===== src/rtl/mem_bus_arbiter.sv =====
// Two-port memory bus arbiter: an instruction-fetch port and a load/store
// port share one memory bus. Round-robin under contention, one outstanding
// transaction at a time, optional timeout on the memory acknowledge.
// Handshake: a requester raises its req with stable address/data fields and
// holds them until it sees its one-cycle ack; the memory sees mem_req high
// with stable fields for the whole transaction and completes it with a
// one-cycle mem_ack (mem_rdata valid in that cycle). Every output is driven
// from a flop or a decode of flops, so there is no input-to-output path.
module mem_bus_arbiter #(
  parameter int ADDR_WIDTH = 32,
  parameter int DATA_WIDTH = 32,
  parameter int TIMEOUT    = 255
) (
  input  logic                  clk,
  input  logic                  rst,
  input  logic                  f_req,
  input  logic [ADDR_WIDTH-1:0] f_addr,
  output logic                  f_ack,
  output logic                  f_err,
  output logic [DATA_WIDTH-1:0] f_rdata,
  input  logic                  d_req,
  input  logic [ADDR_WIDTH-1:0] d_addr,
  input  logic                  d_we,
  input  logic [DATA_WIDTH-1:0] d_wdata,
  output logic                  d_ack,
  output logic                  d_err,
  output logic [DATA_WIDTH-1:0] d_rdata,
  output logic                  mem_req,
  output logic [ADDR_WIDTH-1:0] mem_addr,
  output logic                  mem_we,
  output logic [DATA_WIDTH-1:0] mem_wdata,
  input  logic                  mem_ack,
  input  logic [DATA_WIDTH-1:0] mem_rdata,
  output logic                  busy,
  output logic [1:0]            dbg_state
);

  typedef enum logic [1:0] {
    S_IDLE = 2'd0,
    S_BUSY = 2'd1,
    S_RESP = 2'd2
  } state_e;

  // Port identifiers used for the grant and the round-robin pointer.
  localparam logic PORT_FETCH = 1'b0;
  localparam logic PORT_DATA  = 1'b1;

  // A zero TIMEOUT disables the timeout; keep the counter at least 1 bit wide.
  localparam bit              TO_EN   = (TIMEOUT > 0);
  localparam int              CW      = (TIMEOUT > 0) ? $clog2(TIMEOUT + 1) : 1;
  localparam logic [CW-1:0]   TO_LAST = CW'(TIMEOUT - 1);
  localparam logic [CW-1:0]   CNT_ONE = CW'(1);

  state_e                state_q, state_d;
  logic                  last_q, last_d;
  logic                  gnt_q, gnt_d;
  logic [CW-1:0]         cnt_q, cnt_d;
  logic [ADDR_WIDTH-1:0] addr_q, addr_d;
  logic                  we_q, we_d;
  logic [DATA_WIDTH-1:0] wdata_q, wdata_d;
  logic                  f_ack_q, f_ack_d;
  logic                  f_err_q, f_err_d;
  logic [DATA_WIDTH-1:0] f_rdata_q, f_rdata_d;
  logic                  d_ack_q, d_ack_d;
  logic                  d_err_q, d_err_d;
  logic [DATA_WIDTH-1:0] d_rdata_q, d_rdata_d;

  logic                  pick;
  logic [DATA_WIDTH-1:0] resp_data;

  // Next-state, grant selection and response generation.
  always_comb begin
    state_d   = state_q;
    last_d    = last_q;
    gnt_d     = gnt_q;
    cnt_d     = cnt_q;
    addr_d    = addr_q;
    we_d      = we_q;
    wdata_d   = wdata_q;
    f_ack_d   = 1'b0;
    f_err_d   = 1'b0;
    f_rdata_d = '0;
    d_ack_d   = 1'b0;
    d_err_d   = 1'b0;
    d_rdata_d = '0;
    // Under contention the port that did not win last time goes first.
    pick      = (f_req && d_req) ? ~last_q : d_req;
    // Stores return zero data; loads and fetches return the memory word.
    resp_data = (gnt_q == PORT_DATA && we_q) ? '0 : mem_rdata;

    case (state_q)
      S_IDLE: begin
        if (f_req || d_req) begin
          state_d = S_BUSY;
          gnt_d   = pick;
          last_d  = pick;
          cnt_d   = '0;
          if (pick == PORT_DATA) begin
            addr_d  = d_addr;
            we_d    = d_we;
            wdata_d = d_wdata;
          end else begin
            addr_d  = f_addr;
            we_d    = 1'b0;
            wdata_d = '0;
          end
        end
      end
      S_BUSY: begin
        // mem_ack is checked first so it wins a tie with the timeout.
        if (mem_ack) begin
          state_d = S_RESP;
          if (gnt_q == PORT_DATA) begin
            d_ack_d   = 1'b1;
            d_rdata_d = resp_data;
          end else begin
            f_ack_d   = 1'b1;
            f_rdata_d = resp_data;
          end
        end else if (TO_EN && cnt_q == TO_LAST) begin
          state_d = S_RESP;
          if (gnt_q == PORT_DATA) begin
            d_ack_d = 1'b1;
            d_err_d = 1'b1;
          end else begin
            f_ack_d = 1'b1;
            f_err_d = 1'b1;
          end
        end else begin
          cnt_d = cnt_q + CNT_ONE;
        end
      end
      S_RESP: begin
        state_d = S_IDLE;
      end
      default: begin
        state_d = S_IDLE;
      end
    endcase
  end

  // State and datapath registers; reset abandons any transfer in flight.
  always_ff @(posedge clk or posedge rst) begin
    if (rst) begin
      state_q   <= S_IDLE;
      last_q    <= PORT_DATA;
      gnt_q     <= PORT_FETCH;
      cnt_q     <= '0;
      addr_q    <= '0;
      we_q      <= 1'b0;
      wdata_q   <= '0;
      f_ack_q   <= 1'b0;
      f_err_q   <= 1'b0;
      f_rdata_q <= '0;
      d_ack_q   <= 1'b0;
      d_err_q   <= 1'b0;
      d_rdata_q <= '0;
    end else begin
      state_q   <= state_d;
      last_q    <= last_d;
      gnt_q     <= gnt_d;
      cnt_q     <= cnt_d;
      addr_q    <= addr_d;
      we_q      <= we_d;
      wdata_q   <= wdata_d;
      f_ack_q   <= f_ack_d;
      f_err_q   <= f_err_d;
      f_rdata_q <= f_rdata_d;
      d_ack_q   <= d_ack_d;
      d_err_q   <= d_err_d;
      d_rdata_q <= d_rdata_d;
    end
  end

  // Output decode from registered state only.
  always_comb begin
    mem_req   = (state_q == S_BUSY);
    busy      = (state_q != S_IDLE);
    dbg_state = state_q;
    mem_addr  = addr_q;
    mem_we    = we_q;
    mem_wdata = wdata_q;
    f_ack     = f_ack_q;
    f_err     = f_err_q;
    f_rdata   = f_rdata_q;
    d_ack     = d_ack_q;
    d_err     = d_err_q;
    d_rdata   = d_rdata_q;
  end

endmodule


===== config.mk =====
export PLATFORM = sky130hd
export DESIGN_NAME = mem_bus_arbiter
export DESIGN_NICKNAME = d
export VERILOG_FILES = /design/src/rtl/mem_bus_arbiter.sv
export SDC_FILE = /design/constraint.sdc
export NUM_CORES = 1
export LEC_CHECK = 0
export ABC_AREA = 1
export CORE_AREA = 2 2 155 97
export DETAILED_ROUTE_END_ITERATION = 10
export DIE_AREA = 0 0 157 99
export HOLD_SLACK_MARGIN = 0.06
export PLACE_DENSITY = 0.88
export SKIP_LAST_GASP = 1
export SLEW_MARGIN = 20
export SYNTH_ARGS = -nofsm -noshare
export SYNTH_HDL_FRONTEND = slang
export SYNTH_SLANG_ARGS = --single-unit

===== constraint.sdc =====
create_clock -name clk -period 6.9 [get_ports clk]
set_input_delay 1.38 -clock clk [delete_from_list [all_inputs] [get_ports clk]]
set_output_delay 1.38 -clock clk [all_outputs]
set_load 0.02 [all_outputs]

==> results.sh <==
export IMPL_vias_per_cell=4.83
export IMPL_tns_ns=0
export IMPL_ir_drop_mv=0.277
export IMPL_tightest_slew_ns=1.08
export IMPL_cts_hold_buf=0
export IMPL_crit_chain="nand2_2 -> buf_4 -> inv_1 -> clkdlybuf4s50_1"
export IMPL_status="finished clean"
export IMPL_leakage_nw=4.15
export IMPL_ys_seq_area_frac=0.640
export IMPL_cts_sinks=145
export IMPL_worst_setup_path_type="reg -> out"
export IMPL_io_buffer_count=270
export IMPL_fp_dieArea_um2=15500
export IMPL_grt_ovfl_total=0
export IMPL_cp_max_fo=73
export IMPL_avgSynthCellArea_um2=9.53
export IMPL_io_pins=271
export IMPL_yosys_top_cells_area="dfrtp_1 64%, nand2_1 8.2%, nor3_1 5.6%"
export IMPL_routabilityCongestion=0.867
export IMPL_wl_per_cell_um=15.2
export IMPL_yosys_area_share_simple=0.226
export IMPL_power_density_nw_per_um2=404
export IMPL_postCtsSetupRepairBufs=0
export IMPL_maxCapViolations=0
export IMPL_synth_compound_area_frac=0.0651
export IMPL_grt_usage=0.207
export IMPL_critPathMaxStageDelay_ns=0.63
export IMPL_synth_top_cell_area_share=0.635
export IMPL_antenna_cells=0
export IMPL_ctsResizeCount=0
export IMPL_max_freq_mhz=266
export IMPL_synth_mux_area_frac=0
export IMPL_vias=5125
export IMPL_final_nets=987
export IMPL_design_area_um2=9040
export IMPL_required_ns=5.52
export IMPL_path_clk_slew_ns=0.06
export IMPL_drive_gt1_frac=0.0590
export IMPL_layout_common_cells="270 x clkdlybuf4s50_1, 144 x dfrtp_1, 123 x nand2_1"
export IMPL_fillers=1146
export IMPL_synth_top_family_by_area="simple AND/OR/NAND/NOR gates"
export IMPL_ys_warn_count=0
export IMPL_hold_viol=0
export IMPL_syn_num_nets=731
export IMPL_synth_edff_count=0
export IMPL_core_um2=14100
export IMPL_p_seq_frac=0.339
export IMPL_antenna_found_initial=0
export IMPL_clk_insertion_delay_late_ns=0.41
export IMPL_post_dp_hpwl_um=10900
export IMPL_cp_end_kind="output pin"
export IMPL_async_flop_share=1.00
export IMPL_layout_commonest_cell="clkdlybuf4s50_1"
export IMPL_fin_cells=1062
export IMPL_ys_ff_latch=145
export IMPL_ys_types=27
export IMPL_yosys_area_top_type="dfrtp_1"
export IMPL_clkPwrFrac=0.244
export IMPL_min_path_type="reg -> reg"
export IMPL_htreeDepth=4
export IMPL_cts_buffers=17
export IMPL_placed_area_um2=8470
export IMPL_chipWidth_um=157
export IMPL_swShare=0.385
export IMPL_rows=34
export IMPL_min_period_over_period=0.545
export IMPL_timing_slew_headroom=0.282
export IMPL_skew_ns=0.0104
export IMPL_critPathLaunchType="flip-flop"
export IMPL_report_final_setup_viol=0
export IMPL_dp_cells=1030
export IMPL_synth_flop_cell="dfrtp_1"
export IMPL_worstPathArrival_ns=2.38
export IMPL_rsz0062_at_grt="no"
export IMPL_p_int_mw=2.25
export IMPL_grt_max_degree=80
export IMPL_area_delta_synth_final_pct=59.4
export IMPL_yosys_area_share_adder=0.00441
export IMPL_route_antenna_remaining_nets=0
export IMPL_grt_pass1_wl_um=25400
export IMPL_synth_xor_area_frac=0
export IMPL_clk_path_buf_depth=2
export IMPL_syn_area_um2=5670
export IMPL_start_util=0.403
export IMPL_netlist_instances=595
export IMPL_initialDrtViolationCount=333
export IMPL_drc=0
export IMPL_final_max_slew_violation_count=0
export IMPL_fin_hold_ws_ns=0.479
export IMPL_fp_dieH_um=99
export IMPL_p_sw_mw=1.41
export IMPL_p_comb_frac=0.417
export IMPL_detail_route_wirelength_um=16100
export IMPL_multi_input_area_um2=1680
export IMPL_cp_slowest_cell="clkdlybuf4s50_1"
export IMPL_cts_tree="done"
export IMPL_min_period_ns=3.76
export IMPL_seq_area_um2=3630
export IMPL_cts_root_buf="clkbuf_16"
export IMPL_dr_pass1_iters=6
export IMPL_grt_pass1_vias=4911
[metrics by stage]
stage	setup WS, ns	power (mW)	util
final	3.14	3.66	0.642
after global routing	3.01	3.86	0.642
after CTS	3.15	3.69	0.642
after detailed placement	3.13	2.77	0.601
after global placement	3.30	2.74	0.601
after floorplan	1.63	2.06	-
[state kept, by name, indices dropped and copies added (netlist names)]
name       flops
f_rdata       32
d_rdata       32
cnt_q          8
dbg_state      2
last_q         1
mem_addr      32
mem_wdata     32
d_ack          1
d_err          1
f_err          1
gnt_q          1
f_ack          1
mem_we         1
[cells in the mapped netlist, types with 2 or more instances]
cell type / count
nor2_1: 46
o21ai_0: 27
nand2_4: 2
clkbuf_1: 11
inv_1: 42
buf_2: 15
nor2_2: 2
buf_4: 3
nand2_1: 124
buf_1: 5
nand3_1: 48
dfrtp_1: 144
inv_2: 2
o21ai_1: 39
nand2_2: 4
buf_6: 3
nor3_1: 64
ha_1: 2
a21oi_1: 3
nor4_1: 2
[final timing paths]
| check | endpoint | from | cells after the start | slack [ns] |
|---|---|---|---|---|
| min in group asynchronous | f_rdata[3] | rst | 2 | 1.48 |
| hold / removal | mem_wdata[29] | mem_wdata[29] | 2 | 0.48 |
| setup / recovery | mem_req | dbg_state[0] | 4 | 3.14 |
| max in group asynchronous | mem_wdata[27] | rst | 3 | 4.12 |
| hold reg to reg | mem_wdata[29] | mem_wdata[29] | 2 | 0.48 |
| setup reg to reg | mem_addr[27] | last_q | 5 | 4.56 |
[metal layers]
layer,up-vias,GRT usage,wire length (µm)
li1,2433,-,-
met1,2430,0.278,7100
met2,238,0.336,7440
met3,24,0.0611,1370
met4,0,0.0445,184
met5,-,0,0
[power groups by stage]
stage,clock network [mW],logic (mW),registers [mW]
after floorplan,0,0.525,1.54
after global placement,0,1.50,1.24
after detailed placement,0,1.52,1.25
after CTS,0.915,1.53,1.24
after global routing,0.953,1.64,1.27
final,0.892,1.52,1.24
[worst max-delay path: cells and delay by family, from the launching register on]
family	cells	cell delay (ns)
buf+inv	3	1.46
flops	1	0.42
simple gates	1	0.08
[layout make-up]
class	count	area share
flip-flops and latches	145	0.401
inverters	46	0.0199
well taps	198	0.0274
clock buffers	18	0.0475
clock inverters	14	0.0160
multi-input cells	367	0.186
repair buffers	274	0.302
[cells by family after synthesis]
| logic type | after synthesis |
|---|---|
| fa+ha+maj | 2 |
| flops | 145 |
| buf+inv | 83 |
| compound gates | 72 |
| simple gates | 293 |
(Power assumes the default switching activity.)
